==> config.mk <==
export PLATFORM = sky130hd
export DESIGN_NAME = ysyx_22040931_mem_arbiter
export DESIGN_NICKNAME = d
export VERILOG_FILES = /design/src/rtl/ysyx_22040931_mem_arbiter_pkg.sv /design/src/rtl/ysyx_22040931_lsu_fmt.sv /design/src/rtl/ysyx_22040931_mem_arbiter.sv
export SDC_FILE = /design/constraint.sdc
export NUM_CORES = 1
export LEC_CHECK = 0
export ABC_AREA = 1
export CAP_MARGIN = 0
export CORE_MARGIN = 5
export CORE_UTILIZATION = 45
export DETAILED_ROUTE_END_ITERATION = 10
export PLACE_DENSITY = 0.76
export SETUP_SLACK_MARGIN = 0.2
export SYNTH_ARGS = -nofsm -noshare
export SYNTH_HDL_FRONTEND = slang
export SYNTH_SLANG_ARGS = --single-unit
==> constraint.sdc <==
create_clock -name clk -period 2.5 [get_ports clk]
set_input_delay 0.25 -clock clk [delete_from_list [all_inputs] [get_ports clk]]
set_output_delay 0.25 -clock clk [all_outputs]
set_load 0.005 [all_outputs]
==> src/rtl/ysyx_22040931_mem_arbiter_pkg.sv <==
// Shared definitions for the memory arbiter slice.
//   - store/load op encodings as seen on ls_wop / ls_rop
//   - memory data width
//   - arbiter FSM states and grant identifiers
//   - misalignment rule shared by the LSU formatter
package ysyx_22040931_mem_arbiter_pkg;

  localparam int unsigned DATA_W = 64;

  // Store ops (ls_wop); codes 1xx behave as SD
  localparam logic [2:0] OP_SB  = 3'b000;
  localparam logic [2:0] OP_SH  = 3'b001;
  localparam logic [2:0] OP_SW  = 3'b010;
  localparam logic [2:0] OP_SD  = 3'b011;

  // Load ops (ls_rop); code 111 behaves as LD
  localparam logic [2:0] OP_LB  = 3'b000;
  localparam logic [2:0] OP_LH  = 3'b001;
  localparam logic [2:0] OP_LW  = 3'b010;
  localparam logic [2:0] OP_LD  = 3'b011;
  localparam logic [2:0] OP_LBU = 3'b100;
  localparam logic [2:0] OP_LHU = 3'b101;
  localparam logic [2:0] OP_LWU = 3'b110;

  typedef enum logic [1:0] {
    S_IDLE = 2'd0,
    S_REQ  = 2'd1,
    S_WAIT = 2'd2,
    S_DONE = 2'd3
  } state_t;

  typedef enum logic {
    GNT_IF = 1'b0,
    GNT_LS = 1'b1
  } grant_t;

  // Natural alignment check for the access size implied by op.
  function automatic logic misaligned(input logic wr, input logic [2:0] op,
                                      input logic [2:0] off);
    logic mis;
    if (wr) begin
      case (op)
        OP_SB:   mis = 1'b0;
        OP_SH:   mis = off[0];
        OP_SW:   mis = |off[1:0];
        default: mis = |off;
      endcase
    end else begin
      case (op)
        OP_LB, OP_LBU: mis = 1'b0;
        OP_LH, OP_LHU: mis = off[0];
        OP_LW, OP_LWU: mis = |off[1:0];
        default:       mis = |off;
      endcase
    end
    return mis;
  endfunction

endpackage

==> src/rtl/ysyx_22040931_lsu_fmt.sv <==
// Combinational LSU data formatter.
// Inputs : wr (1=store), op (ls_wop or ls_rop code), offset (addr[2:0]),
//          wdata (LSB-justified store data), rdata (aligned 8-byte word).
// Outputs: wmask (byte-lane enables), wdata_sh (lane-shifted store data),
//          rdata_ext (shifted and extended load data), misalign.
module ysyx_22040931_lsu_fmt
  import ysyx_22040931_mem_arbiter_pkg::*;
(
  input  logic              wr,
  input  logic [2:0]        op,
  input  logic [2:0]        offset,
  input  logic [DATA_W-1:0] wdata,
  input  logic [DATA_W-1:0] rdata,
  output logic [7:0]        wmask,
  output logic [DATA_W-1:0] wdata_sh,
  output logic [DATA_W-1:0] rdata_ext,
  output logic              misalign
);

  logic [DATA_W-1:0] rdata_sh;

  always_comb begin
    case (op)
      OP_SB:   wmask = 8'h01 << offset;
      OP_SH:   wmask = 8'h03 << offset;
      OP_SW:   wmask = 8'h0f << offset;
      default: wmask = 8'hff;
    endcase

    wdata_sh = wdata << {offset, 3'b000};
    rdata_sh = rdata >> {offset, 3'b000};

    case (op)
      OP_LB:   rdata_ext = {{56{rdata_sh[7]}},  rdata_sh[7:0]};
      OP_LH:   rdata_ext = {{48{rdata_sh[15]}}, rdata_sh[15:0]};
      OP_LW:   rdata_ext = {{32{rdata_sh[31]}}, rdata_sh[31:0]};
      OP_LBU:  rdata_ext = {56'b0, rdata_sh[7:0]};
      OP_LHU:  rdata_ext = {48'b0, rdata_sh[15:0]};
      OP_LWU:  rdata_ext = {32'b0, rdata_sh[31:0]};
      default: rdata_ext = rdata_sh;
    endcase

    misalign = misaligned(wr, op, offset);
  end

endmodule

==> src/rtl/ysyx_22040931_mem_arbiter.sv <==
// Single-port memory arbiter between instruction fetch and load/store.
// Ports:
//   clk, rst_n                      clock, async active-low reset
//   if_req/if_addr -> if_done/if_inst
//                                   fetch request, completion pulse, instruction
//   ls_req/ls_wr/ls_addr/ls_wop/ls_rop/ls_wdata -> ls_done/ls_rdata/ls_misalign
//                                   load/store request, completion pulse, data
//   mem_req_*                       request channel (valid/ready handshake)
//   mem_rsp_valid/mem_rsp_rdata     single-cycle response channel
// One transaction outstanding at a time; conflicting requests alternate,
// with the first conflict after reset going to the LSU.
module ysyx_22040931_mem_arbiter
  import ysyx_22040931_mem_arbiter_pkg::*;
#(
  parameter int unsigned PC_W   = 64,
  parameter int unsigned MEM_AW = 32
) (
  input  logic              clk,
  input  logic              rst_n,
  input  logic              if_req,
  input  logic [PC_W-1:0]   if_addr,
  output logic              if_done,
  output logic [31:0]       if_inst,
  input  logic              ls_req,
  input  logic              ls_wr,
  input  logic [MEM_AW-1:0] ls_addr,
  input  logic [2:0]        ls_wop,
  input  logic [2:0]        ls_rop,
  input  logic [DATA_W-1:0] ls_wdata,
  output logic              ls_done,
  output logic [DATA_W-1:0] ls_rdata,
  output logic              ls_misalign,
  output logic              mem_req_valid,
  input  logic              mem_req_ready,
  output logic              mem_req_wr,
  output logic [MEM_AW-1:0] mem_req_addr,
  output logic [DATA_W-1:0] mem_req_wdata,
  output logic [7:0]        mem_req_wmask,
  input  logic              mem_rsp_valid,
  input  logic [DATA_W-1:0] mem_rsp_rdata
);

  state_t      state;
  grant_t      grant;
  grant_t      last_grant;
  grant_t      pick;
  logic        lat_wr;
  logic [2:0]  lat_op;
  logic [2:0]  lat_off;
  logic        if_hi;
  logic        mis_pending;

  logic              fmt_wr;
  logic [2:0]        fmt_op;
  logic [2:0]        fmt_off;
  logic [7:0]        fmt_wmask;
  logic [DATA_W-1:0] fmt_wdata;
  logic [DATA_W-1:0] fmt_rdata;
  logic              fmt_mis;

  // Address bits outside the bus width and below word granularity are ignored.
  logic unused_if_addr;
  assign unused_if_addr = ^{if_addr[PC_W-1:MEM_AW], if_addr[1:0]};

  always_comb begin
    pick = GNT_IF;
    if (if_req && ls_req) begin
      if (last_grant == GNT_IF) pick = GNT_LS;
      else                      pick = GNT_IF;
    end else if (ls_req) begin
      pick = GNT_LS;
    end
  end

  // The formatter sees the live LSU inputs while granting (mask, shifted
  // data, alignment) and the latched op/offset afterwards (load extension).
  always_comb begin
    if (state == S_IDLE) begin
      fmt_wr  = ls_wr;
      fmt_op  = ls_wr ? ls_wop : ls_rop;
      fmt_off = ls_addr[2:0];
    end else begin
      fmt_wr  = lat_wr;
      fmt_op  = lat_op;
      fmt_off = lat_off;
    end
  end

  ysyx_22040931_lsu_fmt u_fmt (
    .wr        (fmt_wr),
    .op        (fmt_op),
    .offset    (fmt_off),
    .wdata     (ls_wdata),
    .rdata     (mem_rsp_rdata),
    .wmask     (fmt_wmask),
    .wdata_sh  (fmt_wdata),
    .rdata_ext (fmt_rdata),
    .misalign  (fmt_mis)
  );

  always_ff @(posedge clk or negedge rst_n) begin
    if (!rst_n) begin
      state         <= S_IDLE;
      grant         <= GNT_IF;
      last_grant    <= GNT_IF;
      lat_wr        <= 1'b0;
      lat_op        <= '0;
      lat_off       <= '0;
      if_hi         <= 1'b0;
      mis_pending   <= 1'b0;
      if_done       <= 1'b0;
      if_inst       <= '0;
      ls_done       <= 1'b0;
      ls_rdata      <= '0;
      ls_misalign   <= 1'b0;
      mem_req_valid <= 1'b0;
      mem_req_wr    <= 1'b0;
      mem_req_addr  <= '0;
      mem_req_wdata <= '0;
      mem_req_wmask <= '0;
    end else begin
      if_done     <= 1'b0;
      ls_done     <= 1'b0;
      ls_misalign <= 1'b0;
      case (state)
        S_IDLE: begin
          if (if_req || ls_req) begin
            grant      <= pick;
            last_grant <= pick;
            if (pick == GNT_LS) begin
              lat_wr  <= ls_wr;
              lat_op  <= fmt_op;
              lat_off <= ls_addr[2:0];
              if (fmt_mis) begin
                mis_pending <= 1'b1;
                state       <= S_DONE;
              end else begin
                mem_req_valid <= 1'b1;
                mem_req_wr    <= ls_wr;
                mem_req_addr  <= {ls_addr[MEM_AW-1:3], 3'b000};
                mem_req_wdata <= ls_wr ? fmt_wdata : '0;
                mem_req_wmask <= ls_wr ? fmt_wmask : '0;
                state         <= S_REQ;
              end
            end else begin
              if_hi         <= if_addr[2];
              mem_req_valid <= 1'b1;
              mem_req_wr    <= 1'b0;
              mem_req_addr  <= {if_addr[MEM_AW-1:3], 3'b000};
              mem_req_wdata <= '0;
              mem_req_wmask <= '0;
              state         <= S_REQ;
            end
          end
        end
        S_REQ: begin
          if (mem_req_ready) begin
            mem_req_valid <= 1'b0;
            state         <= S_WAIT;
          end
        end
        S_WAIT: begin
          if (mem_rsp_valid) begin
            if (grant == GNT_IF) begin
              if_inst <= if_hi ? mem_rsp_rdata[63:32] : mem_rsp_rdata[31:0];
              if_done <= 1'b1;
            end else begin
              ls_rdata <= lat_wr ? '0 : fmt_rdata;
              ls_done  <= 1'b1;
            end
            state <= S_DONE;
          end
        end
        S_DONE: begin
          // A misaligned access spends one silent cycle here before its
          // pulse, so it completes two cycles after the grant.
          if (mis_pending) begin
            mis_pending <= 1'b0;
            ls_done     <= 1'b1;
            ls_misalign <= 1'b1;
            ls_rdata    <= '0;
          end else begin
            state <= S_IDLE;
          end
        end
        default: state <= S_IDLE;
      endcase
    end
  end

endmodule
==> impl_metrics.json <==
{
  "status": "finished, final reports clean",
  "grt_pass1_vias": 14900,
  "totalWireLength_mm": 57.7,
  "viasPerCell": 5.76,
  "gp_congestion": 1.02,
  "hold_path.class": "primary input to flip-flop",
  "syn_inst": 1799,
  "min_path_cells": 3,
  "max-cap-violations": 0,
  "grt_use_total": 0.329,
  "clkPwrFrac": 0.125,
  "cts_tree": "yes",
  "n_antenna_cell": 0,
  "power_switching_share": 0.457,
  "worst_slew_pin_slew_ns": 0.713,
  "combPwrFrac": 0.691,
  "final_max_slew_viol_count": 0,
  "synth.largest_area_cell": "dfrtp_1",
  "fp.dieW_um": 181,
  "p_per_area_nw_per_um2": 1540,
  "layout.nets": 2485,
  "layout_common_cells": "566 x nand2_1, 402 x clkdlybuf4s50_1, 213 x dfrtp_1",
  "path_clk_slew_ns": 0.06,
  "htreeDepth": 1,
  "ir_drop_mv": 0.821,
  "finalSetupViolations": 0,
  "wl_per_cell_um": 21.8,
  "clock_latency_ns": 0.54,
  "yosysSeqAreaShare": 0.405,
  "rows": 62,
  "min_to": "lat_wr",
  "cts-buffers-inserted": 25,
  "endpoint_kind": "flip-flop",
  "critPathLaunchType": "flip-flop",
  "drt_iter0_markers": 1543,
  "antenna_found_initial": 1,
  "final_common_cell": "nand2_1",
  "ant_nets": 0,
  "synth-warning-count": 0,
  "r2r_end": "ls_rdata[51]",
  "yosys-top-cells-area": "dfrtp_1 41%, nand2_1 17%, o21ai_0 8.0%",
  "async_reset_ff_frac": 1.00,
  "tns_ns": 0,
  "start_util": 0.458,
  "reg2reg_slack_ns": 0.09,
  "hold_viol": 0,
  "synth_cell_types": 40,
  "crit_type": "flip-flop to flip-flop",
  "post-route-util": 0.695,
  "area.growth.synth_to_final_pct": 51.9,
  "ios": 442,
  "fin_skew_ns": 0.0116,
  "crit_arrival_ns": 2.82,
  "grt_pass1_wl_mm": 86.4,
  "ys_ff_latch": 214,
  "synth-main-ff-cell": "dfrtp_1",
  "p_sw_mw": 14.1,
  "cts_root_buffer": "clkbuf_16",
  "clockBufferDepth": 3,
  "routed-via-count": 15200,
  "grt_overflow": 0,
  "cp_max_fo": 8,
  "drtPass1Iterations": 6,
  "p_int_mw": 16.8,
  "worst_r2r_startpoint": "state[0]",
  "min_from": "ls_wr",
  "synth_area_per_cell_um2": 7.34,
  "ff2ff_path_depth": 17,
  "core_area_um2": 28900,
  "required_ns": 2.92,
  "rsz0062_at_grt": "true",
  "power_mw": 31.0,
  "synth_edf_count": 0,
  "synth_top_area_share": 0.405,
  "die_h_um": 181,
  "fmaxAchievable_mhz": 415,
  "p_seq_frac": 0.184,
  "die_area_um2": 32900,
  "slew_headroom": 0.525,
  "holdWs_ns": 0.208,
  "layout_min_cycle_time_ns": 2.41,
  "portBuffers": 404,
  "drcViolationCount": 0,
  "clock_sinks": 214,
  "place_hpwl_mm": 40.8,
  "power_leakage_nw": 8.89,
  "period_share": 0.963,
  "grt_max_degree": 83,
  "synth_area_um2": 13200,
  "final_layout_size_suffix_gt1_frac": 0.146
}
==> routing by layer <==
metal  GRT usage  wire length [µm]  up-vias
met2       0.568             27900      890
met5           0                13        -
met3      0.0688              5290      178
met1       0.401             21400     7230
met4       0.135              3210        2
li1            -                 -     6945
==> cell type report <==
| class | instances | area, µm² |
|---|---|---|
| fillers | 2320 | 8800 |
| multi-input cells | 1353 | 7050 |
| repair buffers | 565 | 5970 |
| flip-flops and latches | 214 | 5360 |
| clock buffers | 36 | 727 |
| well taps | 384 | 480 |
| inverters | 84 | 338 |
| clock inverters | 10 | 134 |
==> worst max-delay path, cell delays in order (launching register included) <==
cell and delay [ns]:
dfrtp_1 0.39, inv_2 0.10, ha_4 0.19, inv_4 0.06
nand2_2 0.07, nand2_4 0.10, buf_4 0.16, a21oi_1 0.13
o21ai_1 0.10, nand2_1 0.09, nand2_2 0.06, nand3_2 0.10
nand2_4 0.06, nor2_4 0.22, buf_12 0.16, buf_12 0.10
buf_16 0.13, o21ai_2 0.05
==> worst max-delay path by stage <==
| stage | startpoint | to | slack [ns] | depth (start not counted) |
|---|---|---|---|---|
| finish | state[0] | ls_rdata[51] | 0.09 | 17 |
| global route | state[0] | ls_rdata[43] | -0.03 | 16 |
| CTS | state[1] | ls_rdata[7] | 0.19 | 16 |
| detailed placement | state[0] | ls_rdata[59] | -0.02 | 15 |
| global placement | state[0] | mem_req_wdata[6] | 0.03 | 13 |
| floorplan | state[0] | ls_rdata[48] | 0.29 | 14 |
==> metrics by stage <==
stage                     instance area (µm²)  setup slack [ns]  std cells
after global routing                    20100           -0.0297       2646
after global placement                  18000            0.0321       2535
after CTS                               19600             0.186       2625
after detailed placement                18000           -0.0228       2535
after floorplan                         13200             0.287       1801
final                                   20100            0.0925       2646
==> cell families after synthesis <==
| family | after synthesis | share of synthesized area |
|---|---|---|
| flip-flops | 214 | 0.405 |
| other | 1 | 0.000284 |
| buffers and inverters | 234 | 0.0853 |
| adder cells (fa/ha/maj) | 5 | 0.00474 |
| multiplexers | 38 | 0.0290 |
| AO/OA/AOI/OAI | 507 | 0.223 |
| AND/OR/NAND/NOR | 800 | 0.252 |
==> cell usage after synthesis (2+ instances only) <==
library cell / count
a21oi_1: 24
or2_1: 6
buf_2: 13
nand4_1: 32
nand2_2: 5
nor3_1: 17
nand3_1: 70
o21bai_1: 7
nor2_4: 3
o211ai_1: 53
clkbuf_1: 86
buf_1: 13
nand3_2: 4
a22oi_1: 14
nand2_4: 3
o21ai_1: 127
o21ai_0: 211
mux2_2: 2
o21ai_2: 21
nor2_1: 55
o21a_1: 35
mux2i_1: 36
inv_1: 79
o22ai_1: 3
or2_2: 13
a32o_1: 8
inv_2: 4
buf_4: 15
ha_1: 5
buf_6: 23
nand2_1: 590
dfrtp_1: 214
==> flip-flops by register name, indices dropped and copies added, names as in the netlist <==
name and cells:
state 2, mem_req_wr 1, if_hi 1, mem_req_addr 29
ls_rdata 64, last_grant 1, if_done 1, mem_req_valid 1
if_inst 32, mis_pending 1, lat_op 3, lat_wr 1
mem_req_wdata 64, mem_req_wmask 8, lat_off 3, ls_misalign 1
ls_done 1
==> power groups by stage <==
stage               Combinational, mW  Sequential, mW  Clock [mW]
finish                           21.4            5.71        3.86
global route                     22.9            5.86        4.04
CTS                              19.7            5.68        3.90
detailed placement               17.3            5.71           0
global placement                 17.1            5.68           0
floorplan                        10.2            5.60           0
==> what timing repair did <==
action	4_1_cts	5_1_grt
resized for setup	59	95
setup buffers	37	15
hold endpoints to repair	76	0
pin swaps	19	29
cloned	6	6
endpoints found under the setup margin	166	167
hold buffers	1	0
Power figures use the tool's default switching activity.
==> RTL edit: new RTL, config.mk and constraints unchanged <==
Make the reset (`rst_n`) synchronous in one clocked block. Comments in the files are not updated.
--- a/src/rtl/ysyx_22040931_mem_arbiter.sv
+++ b/src/rtl/ysyx_22040931_mem_arbiter.sv
@@ -99,5 +99,5 @@
   );
 
-  always_ff @(posedge clk or negedge rst_n) begin
+  always_ff @(posedge clk) begin
     if (!rst_n) begin
       state         <= S_IDLE;
Formal check against the unedited RTL: differs if rst_n is asserted again (counterexample within 4 cycles, from zero or initial values and one cycle with rst_n low); with rst_n held inactive, the same outputs for 4 cycles.
==> RTL edit against the unedited design <==
  * Setup slack improved by 0.034 ns
  * Non-clock buffer count increased by 7
  * Clock skew increased by 0.0049 ns
  * Sequential power decreased by 21%
  * Cell area decreased by 0.69%
  * Sequential share of layout area decreased by 5.2 points
  * Power decreased by 21%
  * Critical path depth decreased by 2
  * Routed wire length increased by 2.2%
  * Area after synthesis decreased by 3.3%
  * Sequential cell count unchanged
  * Largest power group unchanged
  * Count of clock-buffer cells in the layout decreased by 7
==> RTL edit: results (changes against the unedited design) <==
[hold_path]
hold_end = lat_off[1]  ; was lat_wr
min_from = ls_addr[1]  ; was ls_wr

[critical_path]
max_stage_delay_ns = 0.33  ; was 0.39 ns
crit_fanout = 7  ; was 8
crit_path_top_delay_cell = dfxtp_2  ; was dfrtp_1
worstReg2RegEnd = mem_req_wdata[20]  ; was ls_rdata[51]
crit_family = simple AND/OR/NAND/NOR gates  ; was buffers and inverters
reg2reg_from = state[0]  ; unchanged

[detailed_routing]
vias_per_cell = 5.72  ; was 5.76
vias = 16600  ; was 15200
finalWirelength_um = 59000  ; was 57700 um
m1WireLength_um = 21100  ; was 21400 um
dr_wl_met2_um = 28200  ; was 27900 um
dr_wl_met3_um = 5540  ; was 5290 um
drtPass1Iterations = 8  ; was 6

[synthesis]
synth_area_leaders = dfxtp_1 (34%), nand2_1 (21%), a21oi_1 (10%), o21ai_0 (7.8%), nand3_1 (3.8%)  ; was dfrtp_1 (41%), nand2_1 (17%), o21ai_0 (8.0%), o21ai_1 (4.8%), o211ai_1 (3.0%)
synth_top_flop_cell = dfxtp_1  ; was dfrtp_1
synthTopCellsByCount = nand2_1 (728), a21oi_1 (254), dfxtp_1 (214)  ; was nand2_1 (590), dfrtp_1 (214), o21ai_0 (211)
synth_compound_area_share_pct = 22.5  ; was 22.3%
yosysSeqAreaShare_pct = 33.5  ; was 40.5%
async_reset_ff_share_pct = 0  ; was 100%
ys_types = 37  ; was 40
synthAdderAreaFrac_pct = 0.490  ; was 0.474%
synthMuxAreaShare_pct = 0.431  ; was 2.90%

[placement]
gp_congestion = 0.975  ; was 1.02
dpl.cell_count = 2802  ; was 2535

[power_and_ir_drop]
leakage_nw = 7.91  ; was 8.89 nW
p_int_w = 0.0134  ; was 0.0168 W
peakVddDrop_v = 0.000726  ; was 0.000821 V

[clock_tree]
postCtsSetupBuffers = 9  ; was 37
cts_resized = 45  ; was 59

[run_status]
status = finished clean  ; unchanged

[timing]
worst_pin_slew_ns = 0.792  ; was 0.713 ns
skew_ns = 0.0165  ; was 0.0116 ns

[global_route]
use_met1_pct = 38.3  ; was 40.1%
grt_pass1_wl_um = 83500  ; was 86400 um
grt.total_usage_pct = 33.1  ; was 32.9%
grt_max_degree = 65  ; was 83

[final_layout]
drive_above_1_share_pct = 14.3  ; was 14.6%

## RTL edit: changes by cell type after synthesis, sizes merged, moves of 29 or more
cell   change
a21oi    +230
dfrtp    -214
dfxtp    +214
o21ai    -158
nand2    +138
nor2      +66
mux2i     -35
nand3     +29
## RTL edit: through the flow
| step | worst slack (ns) | area, sq um | power [W] | TNS, ns | utilization, % |
|---|---|---|---|---|---|
| global placement | -0.0167 | 17700 | 0.0168 | -0.0567 | 63.3 |
| CTS | 0.174 | 19000 | 0.0219 | 0 | 68.0 |
| finish | 0.127 | 19900 | 0.0244 | 0 | 71.3 |
| detailed placement | -0.0804 | 17700 | 0.0170 | -1.65 | 63.3 |
| global route | -0.00685 | 19900 | 0.0256 | -0.00685 | 71.3 |
| floorplan | 0.285 | 12800 | 0.0118 | 0 | - |
## RTL edit: area by class of cell
class	count	area, sq um
multi-input cells	1586	7770
inverters	99	404
clock inverters	16	169
repair buffers	572	6120
flip-flops and latches	214	4290
clock buffers	29	681
well taps	378	473
diodes	5	12.5
fillers	2368	8010
